[src/rtl/hazard_fwd_scoreboard.sv]
// Hazard and forwarding scoreboard: shadows in-flight destinations from EX onward and produces
// load-use / multi-cycle stall control plus registered EX operand forward selects.
module hazard_fwd_scoreboard #(
    parameter int unsigned NUM_SRC    = 2,
    parameter int unsigned REG_ADDR_W = 5,
    parameter int unsigned FWD_DEPTH  = 2,
    parameter int unsigned LOAD_LAT   = 1,
    parameter int unsigned MC_LAT     = 4,
    localparam int unsigned SEL_W     = $clog2(FWD_DEPTH + 1)
) (
    input  logic                          clk,
    input  logic                          reset_n,
    input  logic                          id_valid,
    input  logic [NUM_SRC*REG_ADDR_W-1:0] id_rs,
    input  logic [NUM_SRC-1:0]            id_use_rs,
    input  logic [REG_ADDR_W-1:0]         id_rd,
    input  logic                          id_regwrite,
    input  logic                          id_is_load,
    input  logic                          id_is_mc,
    input  logic                          flush,
    output logic                          stall,
    output logic                          ex_bubble,
    output logic                          ex_hold,
    output logic                          ex_first,
    output logic [NUM_SRC*SEL_W-1:0]      fwd_sel_ex
);

    localparam int unsigned CNT_W = $clog2(MC_LAT + 1);

    // A load's data is usable from slot 1+LOAD_LAT; everything else from slot 1.
    typedef struct packed {
        logic                  valid;
        logic [REG_ADDR_W-1:0] rd;
        logic                  regwrite;
        logic                  is_load;
    } slot_t;

    slot_t                     slot_q [FWD_DEPTH+1];
    slot_t                     slot_d [FWD_DEPTH+1];
    logic [CNT_W-1:0]          cnt_q, cnt_d;
    logic                      first_q, first_d;
    logic [NUM_SRC*SEL_W-1:0]  sel_q, sel_d;
    logic [NUM_SRC*SEL_W-1:0]  sel_match;
    logic [NUM_SRC-1:0]        src_haz;
    logic [REG_ADDR_W-1:0]     rs [NUM_SRC];
    logic                      hazard;
    logic                      issue;

    for (genvar s = 0; s < NUM_SRC; s++) begin : g_rs
        assign rs[s] = id_rs[s*REG_ADDR_W +: REG_ADDR_W];
    end

    // Scan oldest to youngest so the youngest match overwrites; the last slot never forwards.
    always_comb begin
        sel_match = '0;
        src_haz   = '0;
        for (int s = 0; s < NUM_SRC; s++) begin
            if (id_use_rs[s] && rs[s] != '0) begin
                for (int j = int'(FWD_DEPTH) - 1; j >= 0; j--) begin
                    if (slot_q[j].valid && slot_q[j].regwrite && slot_q[j].rd == rs[s]) begin
                        sel_match[s*SEL_W +: SEL_W] = SEL_W'(j + 1);
                        src_haz[s] = slot_q[j].is_load && (j < int'(LOAD_LAT));
                    end
                end
            end
        end
    end

    assign ex_hold    = (cnt_q != '0);
    assign hazard     = (|src_haz) | ex_hold;
    assign issue      = id_valid & ~hazard & ~flush;
    assign stall      = (id_valid & hazard & ~flush) | ex_hold;
    assign ex_bubble  = id_valid & hazard & ~flush & ~ex_hold;
    assign ex_first   = first_q;
    assign fwd_sel_ex = sel_q;

    always_comb begin
        slot_d  = slot_q;
        sel_d   = sel_q;
        cnt_d   = cnt_q;
        first_d = 1'b0;
        for (int k = 2; k <= int'(FWD_DEPTH); k++) begin
            slot_d[k] = slot_q[k-1];
        end
        if (ex_hold) begin
            // EX frozen: a bubble trails the busy op into the post-EX stages.
            slot_d[1] = '0;
            cnt_d     = cnt_q - 1'b1;
        end else begin
            slot_d[1] = slot_q[0];
            slot_d[0] = '0;
            if (issue) begin
                slot_d[0].valid    = 1'b1;
                slot_d[0].rd       = id_rd;
                slot_d[0].regwrite = id_regwrite;
                slot_d[0].is_load  = id_is_load;
            end
            sel_d   = sel_match;
            first_d = issue;
            cnt_d   = (issue && id_is_mc) ? CNT_W'(MC_LAT - 1) : '0;
        end
    end

    always_ff @(posedge clk or negedge reset_n) begin
        if (!reset_n) begin
            for (int k = 0; k <= int'(FWD_DEPTH); k++) begin
                slot_q[k] <= '0;
            end
            cnt_q   <= '0;
            first_q <= 1'b0;
            sel_q   <= '0;
        end else begin
            slot_q  <= slot_d;
            cnt_q   <= cnt_d;
            first_q <= first_d;
            sel_q   <= sel_d;
        end
    end

endmodule

[config.mk]
export PLATFORM = sky130hd
export DESIGN_NAME = hazard_fwd_scoreboard
export DESIGN_NICKNAME = d
export VERILOG_FILES = /design/src/rtl/hazard_fwd_scoreboard.sv
export SDC_FILE = /design/constraint.sdc
export NUM_CORES = 1
export LEC_CHECK = 0
export CORE_AREA = 2 2 56 58
export DETAILED_ROUTE_END_ITERATION = 10
export DIE_AREA = 0 0 58 60
export GPL_TIMING_DRIVEN = 0
export PLACE_DENSITY_LB_ADDON = 0.25
export SYNTH_ARGS = -nofsm -noshare
export SYNTH_HDL_FRONTEND = slang
export SYNTH_SLANG_ARGS = --single-unit
[constraint.sdc]
create_clock -name clk -period 1.9 [get_ports clk]
set_input_delay 0.38 -clock clk [delete_from_list [all_inputs] [get_ports clk]]
set_output_delay 0.38 -clock clk [all_outputs]
set_load 0.005 [all_outputs]
==> results.sh <==
export IMPL_timing_rr_end="cnt_q[1]"
export IMPL_yosysSeqAreaShare_pct=48.9
export IMPL_critical_path_startpoint="slot_q[18]"
export IMPL_start_util_pct=40.5
export IMPL_cp_cell_sequence="buf_6, xnor2_2, nand4_1, or4_4, a21oi_4, a31o_2, buf_2"
export IMPL_cts_max_level=1
export IMPL_grt_max_degree=24
export IMPL_via_per_inst=5.07
export IMPL_syn_area_um2=1180
export IMPL_grt_usage_pct=17.9
export IMPL_cpMaxStageDelayCell="dfrtp_2"
export IMPL_start_kind="register"
export IMPL_dieHeight_um=60
export IMPL_r2r_setup_slack_ns=0.01
export IMPL_crit_type="reg2out"
export IMPL_reg2regPathDepth=7
export IMPL_crit_end="stall"
export IMPL_drv_cap=0
export IMPL_cts_num_sinks=23
export IMPL_fin_cells=193
export IMPL_finalWirelength_um=2860
export IMPL_min_path_type="reg2reg"
export IMPL_pwr_share_seq_pct=36.7
export IMPL_dp_cells=177
export IMPL_yosys_register_bits=23
export IMPL_antenna_found_initial=0
export IMPL_cp_max_fo=3
export IMPL_cp_end_kind="output port"
export IMPL_synthToLayoutAreaGrowth_pct=47.0
export IMPL_drtAntennaViolNets=0
export IMPL_peakVddDrop_uv=709
export IMPL_pre_cts_ws_ns=-1.08
export IMPL_post_drt_wl_per_cell_um=14.8
export IMPL_finalCriticalPeriod_ns=2.43
export IMPL_outcome="complete, but fails checks"
export IMPL_setup_violations=3
export IMPL_drt_first_pass_iters=4
export IMPL_cts_tree="built"
export IMPL_yosysWarnings=0
export IMPL_tightest_slew_ns=1.00
export IMPL_core_um2=2900
export IMPL_violations="negative setup slack"
export IMPL_fp_dieArea_um2=3480
export IMPL_hold_viol=0
export IMPL_grt_overflow_total=0
export IMPL_p_int_mw=1.24
export IMPL_swShare_pct=35.0
export IMPL_finClkSkew_ns=0.0134
export IMPL_grt_pass1_vias=980
export IMPL_rsz0062_at_grt="true"
export IMPL_cts_buffers=3
export IMPL_max_stage_delay_ns=0.46
export IMPL_io_pins=32
export IMPL_fp_dieW_um=58
export IMPL_grt_pass1_wl_um=4520
export IMPL_avgSynthCellArea_um2=10.4
export IMPL_drive_gt1_share_pct=22.5
export IMPL_drt_iter0_drc=34
export IMPL_io_buffers=31
export IMPL_p_sw_mw=0.669
export IMPL_num_antenna_cells=0
export IMPL_dr_total_vias=979
export IMPL_fmax_mhz=411
export IMPL_p_clk_share_pct=12.3
export IMPL_fin_ws_ns=-0.531
export IMPL_clk_latency_ns=0.33
export IMPL_yosysUniqueCellTypes=26
export IMPL_relSlewSlack_pct=33.2
export IMPL_arrival_ns=2.05
export IMPL_clock_path_buffers=2
export IMPL_nets=188
export IMPL_synth_nets=140
export IMPL_post_route_period_util_pct=128
export IMPL_syn_inst=113
export IMPL_gp_congestion=0.821
export IMPL_dp_final_hpwl_um=1910
export IMPL_p_comb_share_pct=51.0
export IMPL_powerDensity_nw_per_um2=1110
export IMPL_post_route_drc_count=0
export IMPL_reg2reg_from="slot_q[18]"
export IMPL_maxSlewViolCount=0
export IMPL_clkTransAtPathRegs_ns=0.13
export IMPL_leakage_nw=0.763
export IMPL_num_rows=20
export IMPL_critPathRequiredTime_ns=1.52
export IMPL_cts_root_buf="clkbuf_4"
[layer usage]
layer | GRT usage [%] | routed length, µm | vias up
li1 | - | - | 480
met5 | 0 | 0 | -
met1 | 22.7 | 1290 | 470
met4 | 8.97 | 56 | 0
met3 | 3.03 | 125 | 6
met2 | 29.7 | 1390 | 23
[worst max-delay path, delay by kind of cell (launching register included)]
| family | cells | cell delay, ns |
|---|---|---|
| AOI/OAI and AO/OA | 2 | 0.34 |
| xor gates and xnor gates | 1 | 0.10 |
| buffers and inverters | 2 | 0.23 |
| DFF | 1 | 0.46 |
| and+or+nand+nor | 2 | 0.58 |
[registers in the layout (all words and copies together) (netlist names)]
| signal | count |
|---|---|
| cnt_q | 3 |
| ex_first | 1 |
| slot_q | 8 |
| slot_d | 7 |
| fwd_sel_ex | 4 |
[cell usage after synthesis]
cell / count / area [µm²]
clkbuf_1: 2 / 7.51
o21ai_0: 2 / 10.0
o2bb2ai_1: 6 / 52.6
nand3_1: 4 / 20.0
nand2_1: 11 / 41.3
o21ai_1: 2 / 10.0
and2_1: 7 / 43.8
or4_4: 1 / 11.3
xor2_1: 8 / 70.1
or4_1: 3 / 22.5
buf_6: 1 / 11.3
o22ai_1: 4 / 25.0
a31o_2: 1 / 8.76
nand4_1: 2 / 12.5
and3_1: 1 / 6.26
a21o_1: 1 / 7.51
a21oi_4: 1 / 16.3
nor4_1: 2 / 12.5
buf_1: 1 / 3.75
ha_1: 3 / 37.5
o32ai_1: 1 / 8.76
inv_1: 9 / 33.8
nor3_1: 3 / 15.0
nor2_1: 2 / 7.51
dfrtp_1: 23 / 576
xnor2_1: 12 / 105
[cell usage in the layout, fill, tap and decap left out, types with 3 or more instances in the layout]
cell	count
xnor2_2	4
xnor2_1	8
o22ai_1	4
clkdlybuf4s50_1	18
xor2_1	8
clkbuf_4	3
inv_1	6
and2_1	7
o2bb2ai_1	6
buf_6	4
nand2_1	11
nand3_1	4
dlygate4sd2_1	10
buf_4	9
dfrtp_1	22
nor3_1	3
[power groups by stage]
stage / Clock (mW) / Combinational [mW] / Sequential, mW
finish: 0.235 / 0.976 / 0.703
global route: 0.262 / 1.06 / 0.719
CTS: 0.236 / 0.923 / 0.697
detailed placement: 0 / 0.590 / 0.713
global placement: 0 / 0.574 / 0.708
floorplan: 0 / 0.375 / 0.690
[timing repair]
| item | 4_1_cts | 5_1_grt |
|---|---|---|
| buffers inserted | 12 | 2 |
| setup endpoints to repair | 13 | 15 |
| pin swaps | 11 | 9 |
| hold endpoints to repair | 0 | 0 |
| hold buffers | 0 | 0 |
| gates resized for setup | 41 | 6 |
[how the worst min path moves through the flow]
stage	from	slack, ns	to	cells after the start
6_report	cnt_q[0]	0.51	cnt_q[0]	1
5_1_grt	fwd_sel_ex[3]	0.52	fwd_sel_ex[3]	1
4_1_cts	fwd_sel_ex[3]	0.50	fwd_sel_ex[3]	1
3_5_place_dp	cnt_q[0]	0.47	cnt_q[0]	1
3_3_place_gp	cnt_q[0]	0.46	cnt_q[0]	1
2_1_floorplan	reset_n	0.08	cnt_q[0]	0
[layout make-up]
type	count	area (µm²)
timing repair buffer	44	410
sequential	23	577
clock buffer	3	22.5
buffer	3	22.5
inverter	9	41.3
tap	33	41.3
clock inverter	1	5.00
fill	255	1170
multi-input combinational	77	609
[logic make-up after synthesis]
group / Yosys count / synth area share [%]
and+or+nand+nor: 36 / 16.4
adders and majority gates: 3 / 3.19
AOI/OAI and AO/OA: 18 / 11.8
buffers and inverters: 13 / 4.79
DFF: 23 / 48.9
xor gates and xnor gates: 20 / 14.9
[per-stage QoR]
| step | hold WS [ns] | power, mW | TNS [ns] | util, % | cell area (µm²) |
|---|---|---|---|---|---|
| 3_3_place_gp | 0.457 | 1.28 | -6.95 | 52.8 | 1530 |
| 4_1_cts | 0.504 | 1.86 | -1.13 | 58.5 | 1700 |
| 3_5_place_dp | 0.470 | 1.30 | -7.21 | 52.8 | 1530 |
| 6_report | 0.505 | 1.91 | -1.05 | 59.6 | 1730 |
| 5_1_grt | 0.517 | 2.04 | -1.73 | 59.6 | 1730 |
| 2_1_floorplan | 0.0844 | 1.06 | 0 | - | 1180 |
Note: power is estimated with default switching activity, not from simulation.
